## src/rtl/logicnet_pkg.sv

```systemverilog
// Shared constants and types for the LogicNet input quantizer front end.
package logicnet_pkg;

    localparam int QBITS   = 2;
    localparam int NUM_THR = 3;

    // Every feature powers up with the same three thresholds.
    localparam int THR_DEFAULT [NUM_THR] = '{-8192, 0, 8192};

    typedef enum logic {
        COLLECT = 1'b0,
        FULL    = 1'b1
    } asm_state_t;

endpackage

```

## src/rtl/logicnet_feature_quant.sv

```systemverilog
// Combinational thermometer-count quantizer: counts how many of three
// signed thresholds the sample meets or exceeds.
module logicnet_feature_quant
    import logicnet_pkg::*;
#(
    parameter int IN_WIDTH = 16
) (
    input  logic [IN_WIDTH-1:0] x,
    input  logic [IN_WIDTH-1:0] t0,
    input  logic [IN_WIDTH-1:0] t1,
    input  logic [IN_WIDTH-1:0] t2,
    output logic [QBITS-1:0]    code
);

    logic ge0;
    logic ge1;
    logic ge2;

    // Thresholds need not be ordered, so each compare is counted independently.
    always_comb begin
        ge0  = $signed(x) >= $signed(t0);
        ge1  = $signed(x) >= $signed(t1);
        ge2  = $signed(x) >= $signed(t2);
        code = {1'b0, ge0} + {1'b0, ge1} + {1'b0, ge2};
    end

endmodule

```

## src/rtl/logicnet_input_quantizer.sv

```systemverilog
// Quantizes a stream of signed feature samples and packs each frame of
// NUM_FEATURES 2-bit codes into one output word for the first LUT layer.
module logicnet_input_quantizer
    import logicnet_pkg::*;
#(
    parameter int NUM_FEATURES = 8,
    parameter int IN_WIDTH     = 16
) (
    input  logic                            clk,
    input  logic                            rst,
    input  logic                            s_valid,
    output logic                            s_ready,
    input  logic [IN_WIDTH-1:0]             s_data,
    input  logic                            s_last,
    input  logic                            cfg_we,
    input  logic [$clog2(NUM_FEATURES)-1:0] cfg_feat,
    input  logic [1:0]                      cfg_sel,
    input  logic [IN_WIDTH-1:0]             cfg_data,
    output logic                            m_valid,
    input  logic                            m_ready,
    output logic [QBITS*NUM_FEATURES-1:0]   m_data,
    output logic                            frame_err
);

    localparam int FEAT_W = $clog2(NUM_FEATURES);
    localparam int VEC_W  = QBITS * NUM_FEATURES;

    logic [IN_WIDTH-1:0] thr [NUM_FEATURES][NUM_THR];
    logic [FEAT_W-1:0]   feat_cnt;
    logic [VEC_W-1:0]    asm_buf;
    logic [VEC_W-1:0]    asm_fill;
    logic [VEC_W-1:0]    out_src;
    logic [VEC_W-1:0]    out_data;
    logic                out_valid;
    asm_state_t          asm_state;
    asm_state_t          asm_next;

    logic [QBITS-1:0] code;
    logic             accept;
    logic             is_last_feat;
    logic             complete;
    logic             malformed;
    logic             drain;
    logic             out_free;
    logic             load_out;

    assign s_ready      = (asm_state == COLLECT) && !rst;
    assign accept       = s_valid && s_ready;
    assign is_last_feat = (feat_cnt == FEAT_W'(NUM_FEATURES - 1));
    assign complete     = accept && s_last && is_last_feat;
    assign malformed    = accept && (s_last != is_last_feat);
    assign drain        = out_valid && m_ready;
    assign out_free     = !out_valid || drain;
    assign m_valid      = out_valid;
    assign m_data       = out_data;

    logicnet_feature_quant #(
        .IN_WIDTH(IN_WIDTH)
    ) u_quant (
        .x   (s_data),
        .t0  (thr[feat_cnt][0]),
        .t1  (thr[feat_cnt][1]),
        .t2  (thr[feat_cnt][2]),
        .code(code)
    );

    always_ff @(posedge clk) begin
        if (rst) begin
            for (int f = 0; f < NUM_FEATURES; f++) begin
                for (int j = 0; j < NUM_THR; j++) begin
                    thr[f][j] <= IN_WIDTH'(THR_DEFAULT[j]);
                end
            end
        end else if (cfg_we && cfg_sel != 2'd3 && int'(cfg_feat) < NUM_FEATURES) begin
            thr[cfg_feat][cfg_sel] <= cfg_data;
        end
    end

    always_ff @(posedge clk) begin
        if (rst) begin
            asm_state <= COLLECT;
        end else begin
            asm_state <= asm_next;
        end
    end

    // A held (FULL) frame is already complete in asm_buf; otherwise the frame
    // being finished this cycle includes the code for the final beat.
    always_comb begin
        asm_next = asm_state;
        load_out = 1'b0;
        asm_fill = asm_buf;
        asm_fill[int'(feat_cnt)*QBITS +: QBITS] = code;
        case (asm_state)
            COLLECT: begin
                if (complete) begin
                    if (out_free) begin
                        load_out = 1'b1;
                    end else begin
                        asm_next = FULL;
                    end
                end
            end
            FULL: begin
                if (drain) begin
                    load_out = 1'b1;
                    asm_next = COLLECT;
                end
            end
            default: asm_next = COLLECT;
        endcase
        out_src = (asm_state == FULL) ? asm_buf : asm_fill;
    end

    always_ff @(posedge clk) begin
        if (rst) begin
            feat_cnt  <= '0;
            asm_buf   <= '0;
            frame_err <= 1'b0;
        end else begin
            frame_err <= malformed;
            if (accept) begin
                if (complete || malformed) begin
                    feat_cnt <= '0;
                end else begin
                    feat_cnt <= feat_cnt + FEAT_W'(1);
                end
                asm_buf <= malformed ? '0 : asm_fill;
            end
        end
    end

    always_ff @(posedge clk) begin
        if (rst) begin
            out_valid <= 1'b0;
            out_data  <= '0;
        end else if (load_out) begin
            out_valid <= 1'b1;
            out_data  <= out_src;
        end else if (drain) begin
            out_valid <= 1'b0;
        end
    end

endmodule

```

## config.mk

```make
export PLATFORM = sky130hd
export DESIGN_NAME = logicnet_input_quantizer
export DESIGN_NICKNAME = d
export VERILOG_FILES = /design/src/rtl/logicnet_pkg.sv /design/src/rtl/logicnet_feature_quant.sv /design/src/rtl/logicnet_input_quantizer.sv
export SDC_FILE = /design/constraint.sdc
export NUM_CORES = 1
export LEC_CHECK = 0
export ABC_AREA = 1
export CAP_MARGIN = 30
export CORE_ASPECT_RATIO = 1.1
export CORE_MARGIN = 4
export CORE_UTILIZATION = 30
export CTS_CLUSTER_SIZE = 28
export DETAILED_ROUTE_END_ITERATION = 8
export GPL_ROUTABILITY_DRIVEN = 1
export SLEW_MARGIN = 20
export SYNTH_ARGS = -nofsm -noshare
export SYNTH_HDL_FRONTEND = slang
export SYNTH_HIERARCHICAL = 1
export SYNTH_SLANG_ARGS = --single-unit
```

## constraint.sdc

```tcl
create_clock -name clk -period 6.3 [get_ports clk]
set_input_delay 1.26 -clock clk [delete_from_list [all_inputs] [get_ports clk]]
set_output_delay 1.26 -clock clk [all_outputs]
set_load 0.01 [all_outputs]
```

==> results of run 1 <==
## cell usage after synthesis
cell,n,share of area
a211oi_1,1,0.00036
a21o_1,1,0.00036
a21oi_1,53,0.013
and3_1,1,0.00030
buf_1,12,0.0022
buf_2,44,0.011
buf_4,2,0.00073
buf_6,1,0.00055
clkbuf_1,88,0.016
clkinv_1,1,0.00018
dfxtp_1,41,0.040
edfxtp_1,384,0.56
fa_1,1,0.00097
ha_1,55,0.033
inv_1,169,0.031
inv_2,2,0.00036
nand2_1,357,0.065
nand2_2,9,0.0027
nand3_1,82,0.020
nand4_1,11,0.0033
nor2_1,677,0.12
nor2_2,4,0.0012
nor2_4,1,0.00055
nor3_1,11,0.0027
nor3_2,1,0.00048
nor3_4,1,0.00079
o21ai_0,261,0.063
o21ai_1,31,0.0075
o21bai_1,2,0.00073
o31ai_1,2,0.00073
## report_power, final
group	leakage, µW	switching, µW	internal (µW)
registers	0.00400	55.6	3210
clock network	0.000653	1120	1380
logic	0.00470	569	223
## final cells by class
| type | instances | area (µm²) | area share |
|---|---|---|---|
| Antenna cell | 2 | 5.00 | 0.000213 |
| Multi-Input combinational cell | 1562 | 7020 | 0.299 |
| Clock buffer | 59 | 1200 | 0.0510 |
| Clock inverter | 19 | 139 | 0.00591 |
| Timing Repair Buffer | 107 | 997 | 0.0424 |
| Sequential cell | 425 | 12400 | 0.526 |
| Inverter | 172 | 648 | 0.0276 |
| Tap cell | 918 | 1150 | 0.0488 |
## worst max path at each step
| stage | start | to | slack, ns |
|---|---|---|---|
| 5_1_grt | flip-flop | m_data[10]$_SDFFE_PP0P_ | 1.37 |
| 4_1_cts | flip-flop | asm_buf[14]$_SDFFE_PP0N_ | 1.74 |
| 3_5_place_dp | rst | thr[1][7]$_SDFFCE_PN0P_ | 1.72 |
| 3_3_place_gp | flip-flop | m_data[10]$_SDFFE_PP0P_ | 1.73 |
| 2_1_floorplan | flip-flop | m_data[10]$_SDFFE_PP0P_ | 3.01 |
| 6_report | flip-flop | asm_buf[14]$_SDFFE_PP0N_ | 1.65 |
## registers in the layout (all words and copies together), names as in the netlist, named ones only
| signal | flops |
|---|---|
| m_data | 16 |
| asm_state | 1 |
| frame_err | 1 |
| feat_cnt | 3 |
| asm_buf | 16 |
| thr | 384 |
| m_valid | 1 |
## kinds of logic after synthesis
logic type,count (synthesis),share of synthesized area
flops,425,0.598
buf+inv,319,0.0614
simple gates,1155,0.220
fa+ha+maj,56,0.0343
compound gates,351,0.0858
## cells in the final DEF (no fill, tap or decap), drive strengths merged
cell           instances
clkinv                17
nand3                 82
nor3                  13
and3                   1
o21ai                292
inv                  172
ha                    55
bufinv                 1
edfxtp               384
diode                  2
clkdlybuf4s50         61
fa                     1
nor2                 682
clkbuf                59
o21bai                 2
clkinvlp               1
nand2                366
buf                   46
nand4                 11
dfxtp                 41
a211oi                 1
a21o                   1
a21oi                 53
o31ai                  2
## layer usage
metal  GRT usage  wire [µm]  up-vias
met3      0.0318       4940      133
met4      0.0516       1880        4
met1       0.213      25000     7809
li1            -          -     7598
met5           0         34        -
met2       0.271      29300      685
## critical path: stages (launching register included)
cell	delay (ns)
dfxtp_4	0.73
inv_4	0.35
buf_12	0.28
o21ai_0	0.34
o21ai_0	0.23
nand2_1	0.10
nand2_1	0.06
inv_1	0.07
ha_1	0.12
nand2_1	0.08
nor3_1	0.32
nand2_1	0.13
nand3_1	0.08
nand3_1	0.16
fa_1	0.83
nand3_1	0.18
nand3_1	0.15
nand3_1	0.09
a21oi_1	0.15
## stage by stage
| step | hold slack, ns | utilization | power (µW) |
|---|---|---|---|
| 2_1_floorplan | 0.459 | - | 3780 |
| 3_3_place_gp | 0.467 | 0.326 | 4090 |
| 3_5_place_dp | 0.476 | 0.326 | 4100 |
| 4_1_cts | 0.485 | 0.346 | 6590 |
| 5_1_grt | 0.506 | 0.346 | 6810 |
| 6_report | 0.486 | 0.346 | 6560 |
==> impl_metrics.csv, run 1 <==
group,metric,value,unit
status,status,"complete, no violations",
sta,max-slew-margin-rel,0.314,
pwr,power_density,279,mW/mm²
sta,grt_setup_unrepaired,"false",
logic_synthesis,synth_nets,2405,
setup_path,worstPathArrival,5.15,ns
hold_path,hold_path_class,"reg2reg",
die,die_y,283,µm
clock_network,numCtsBuffers,46,
clock_network,clkTransAtPathRegs,0.06,ns
die,start_util,0.304,
job,cap_violations,0,
hold_path,min_from,"asm_buf[11]$_SDFFE_PP0N_",
die,core,0.0679,mm²
clock_network,post-cts-setup-buffers,0,
sta,period_share,0.738,
grt,antenna_found_initial,4,
setup_path,r2r_cells,18,
setup_path,crit_required,6.79,ns
clock_network,htreeDepth,2,
grt,grt_pass1_vias,15829,
route,drtAntennaViolNets,0,
sta,maxSlewViolCount,0,
place,placed_cell_area,0.0222,mm²
place,io_buffers,61,
route,vias,16229,
setup_path,worstSetupEndpointType,"flip-flop",
hold_path,min_to,"asm_buf[11]$_SDFFE_PP0N_",
place,dp_hpwl,38500,µm
clock_network,cts_hold_buffers,0,
sta,finalSetupViolCount,0,
route,routedWlPerCell,18.7,µm
route,vias_per_cell,4.97,
hold_path,min_path_cells,2,
route,dr.pass1.iters,6,
route,wirelength,61100,µm
logic_synthesis,ys_seq_area_frac,0.598,
pwr,power_leakage,0.00935,µW
sta,max_freq,215,MHz
pwr,ir_worst_vdd,169,µV
setup_path,worstPathMaxFanout,76,
clock_network,clk_path_buf_depth,3,
grt,gr-total-overflow,0,
place,gp_congestion,0.896,
logic_synthesis,syn-cell-area,0.0206,mm²
route,first_iter_violations,1592,
logic_synthesis,synth-seq-cells,425,
die,die_w,258,µm
cells_and_area,nFillCells,6919,
place,place_inst,3183,
setup_path,cp-start-kind,"flip-flop",
die,row_count,100,
route,drc,0,
cells_and_area,area_growth_syn_to_layout,13.9,%
clock_network,cts_sinks,425,
die,die_area,0.0731,mm²
cells_and_area,drive_above_1_share,0.0538,
grt,grt_max_degree,136,
sta,period_needed,4.65,ns
cells_and_area,fin_area,0.0235,mm²
cells_and_area,nets,2413,
logic_synthesis,ys_warn_count,6,
sta,worst_slew_pin_slew,1.02,ns
clock_network,clock_latency,0.60,ns
grt,grt_pass1_wl,92200,µm
sta,fin_ws,1.65,ns
sta,fin_skew,0.0393,ns
clock_network,post_cts_resized,0,
place,place_ws,1.72,ns
setup_path,reg2reg_slack,1.65,ns
clock_network,cts_tree,"yes",
setup_path,crit_type,"reg2reg",
sta,finalHoldViolations,0,
sta,tns,0,ns
logic_synthesis,synthCells,2306,
die,ioPinCount,62,
cells_and_area,stdcell_count,3264,
clock_network,ctsRootBufferMaster,"clkbuf_16",
grt,track_usage,0.162,
logic_synthesis,yosysUniqueCellTypes,30,
setup_path,r2r_end,"asm_buf[14]$_SDFFE_PP0N_",
logic_synthesis,syn_area_per_cell,8.95,µm²
Note: power is estimated with default switching activity, not from simulation.
==> run 2, diff against run 1 <==
==> constraint.sdc (replaced) <==
create_clock -name clk -period 4.07 [get_ports clk]
set_input_delay 0.814 -clock clk [delete_from_list [all_inputs] [get_ports clk]]
set_output_delay 0.814 -clock clk [all_outputs]
set_load 0.01 [all_outputs]
==> run 2 against run 1 <==
Net effect:
- wire length decreased by 1.3%
- critical path depth increased by 5
- final area increased by 2.8%
- clock-buffer cell count increased by 3
- via count decreased by 0.79%
- die area unchanged
==> impl_metrics.csv, run 2 (same netlist as run 1, synthesis figures left out) <==
group,metric,value,unit
grt,grt_pass1_wl,91100,µm
sta,period_needed,3.94,ns
route,first_iter_violations,1686,
pwr,total_power,10400,µW
job,cap_violations,0,
cells_and_area,regMostFlops,"thr",
route,met2_length,28800,µm
place,place_ws,0.0639,ns
cells_and_area,stdcell_count,3304,
sta,fin_skew,0.0345,ns
pwr,p_switching,2710,µW
setup_path,worst-path-buf-inv,4,
clock_network,clock_latency,0.60,ns
route,routedWlPerCell,18.3,µm
place,dp_hpwl,38000,µm
place,gp_congestion,0.881,
pwr,power_frac_comb,0.127,
setup_path,crit_required,4.57,ns
sta,finalHoldViolations,0,
pwr,power_leakage,0.00966,µW
sta,fin_ws,0.131,ns
setup_path,crit_type,"reg2reg",
cells_and_area,drive_above_1_share,0.0692,
hold_path,hold_path_class,"reg2reg",
sta,fin_hold_ws,0.484,ns
die,core,0.0679,mm²
setup_path,slowest_delay,0.73,ns
route,vias,16100,
grt,grt_pass1_vias,15858,
setup_path,worstPathMaxFanout,11,
die,die_w,258,µm
sta,grt_setup_unrepaired,"true",
setup_path,slowest_stage,"fa_2",
die,die_y,283,µm
cells_and_area,fin_util,0.356,
setup_path,worstSetupEndpointType,"flip-flop",
route,wl_met1,25200,µm
setup_path,crit_family,"simple AND/OR/NAND/NOR gates",
sta,maxSlewViolCount,0,
clock_network,ctsRootBufferMaster,"clkbuf_16",
grt,antenna_found_initial,2,
die,die_area,0.0731,mm²
grt,grt_max_degree,74,
route,dr.pass1.iters,8,
setup_path,cp-start-kind,"flip-flop",
clock_network,htreeDepth,2,
pwr,power_density,430,mW/mm²
place,place_inst,3207,
sta,max-slew-margin-rel,0.373,
cells_and_area,largest_reg_flops,384,
clock_network,numCtsBuffers,47,
status,status,"complete, no violations",
clock_network,cts_sinks,425,
cells_and_area,final_cell_mix,"nor2_1 (677), edfxtp_1 (384), nand2_1 (356)",
clock_network,cts_tree,"yes",
route,drc,0,
cells_and_area,mostFrequentLayoutCell,"nor2_1",
pwr,clkPwrFrac,0.389,
die,ioPinCount,62,
pwr,p_seq_frac,0.484,
sta,finalSetupViolCount,0,
clock_network,clkTransAtPathRegs,0.06,ns
setup_path,cpMostUsedCell,"nand2_1",
cells_and_area,area_growth_syn_to_layout,17.2,%
place,io_buffers,61,
route,vias_per_cell,4.87,
route,drtAntennaViolNets,0,
die,start_util,0.304,
grt,gr-total-overflow,0,
grt,track_usage,0.157,
die,row_count,100,
clock_network,clk_path_buf_depth,3,
setup_path,worstPathArrival,4.44,ns
route,wirelength,60300,µm
clock_network,cts_hold_buffers,0,
cells_and_area,nFillCells,6850,
pwr,ir_worst_vdd,286,µV
cells_and_area,nets,2449,
setup_path,crit_chain,"buf_8 -> buf_4 -> clkbuf_16 -> nor2_1 -> nor2_1 -> o21ai_0 -> o21ai_1 -> nand2_1 -> nand2_1 -> inv_1 -> ha_1 -> nand2_1 -> nor2_1 -> nand2_1 -> nor2_2 -> nand2_1 -> nand4_1 -> nand3_1 -> fa_2 -> nand3_1 -> nand3_1 -> nand3_1 -> a21oi_1",
pwr,internal_power,7690,µW
route,route.met3.wl,4840,µm
route,highest_layer,"met5",
sta,period_share,0.968,
sta,max_freq,254,MHz
sta,worst_slew_pin_slew,0.938,ns
pwr,p_sw_frac,0.260,
==> run 2: power groups by stage <==
stage                     combinational [µW]  clock, µW  sequential (µW)
after floorplan                          762          0             5090
after global placement                  1220          0             5110
after detailed placement                1250          0             5120
after CTS                               1270       4130             5030
after global routing                    1460       4300             5050
final                                   1320       4050             5030
==> run 2: worst paths after layout <==
path | startpoint | to | slack [ns] | cells after the start
worst max-delay path | flip-flop | m_data[14]$_SDFFE_PP0P_ | 0.13 | 23
worst min-delay path | asm_buf[3]$_SDFFE_PP0N_ | asm_buf[3]$_SDFFE_PP0N_ | 0.48 | 2
worst max register to register | flip-flop | m_data[14]$_SDFFE_PP0P_ | 0.13 | 23
worst min register to register | asm_buf[3]$_SDFFE_PP0N_ | asm_buf[3]$_SDFFE_PP0N_ | 0.48 | 2
==> run 2: worst min-delay path, delay by kind of cell, from the launching register on <==
kind	cells	cell delay, ns
compound gates	1	0.06
flops	1	0.32
simple gates	1	0.06
==> run 2: final cells by class <==
| cell class | instances | area [µm²] | area share |
|---|---|---|---|
| clock inverters | 22 | 198 | 0.00817 |
| diodes | 1 | 2.50 | 0.000103 |
| repair inverters | 1 | 8.76 | 0.000362 |
| multi-input cells | 1562 | 7030 | 0.290 |
| flip-flops and latches | 425 | 12400 | 0.511 |
| inverters | 172 | 658 | 0.0272 |
| repair buffers | 141 | 1550 | 0.0641 |
| clock buffers | 62 | 1230 | 0.0510 |
| well taps | 918 | 1150 | 0.0475 |
==> run 2: repair_timing <==
action / in CTS / in global routing
pin swaps: 0 / 3
endpoints found under the setup margin: 1 / 20
cloned: 0 / 5
buffers inserted: 0 / 5
resized for setup: 1 / 16
==> run 2: through the flow <==
stage,TNS [ns],cell area (µm²)
finish,0,24200
detailed placement,0,22500
global placement,0,22400
global route,-0.120,24200
floorplan,0,20600
CTS,0,24000
==> run 2: per-layer routing <==
layer	vias to the layer above	GRT usage
met5	-	0
li1	7677	-
met2	623	0.259
met3	84	0.0263
met1	7714	0.212
met4	2	0.0537
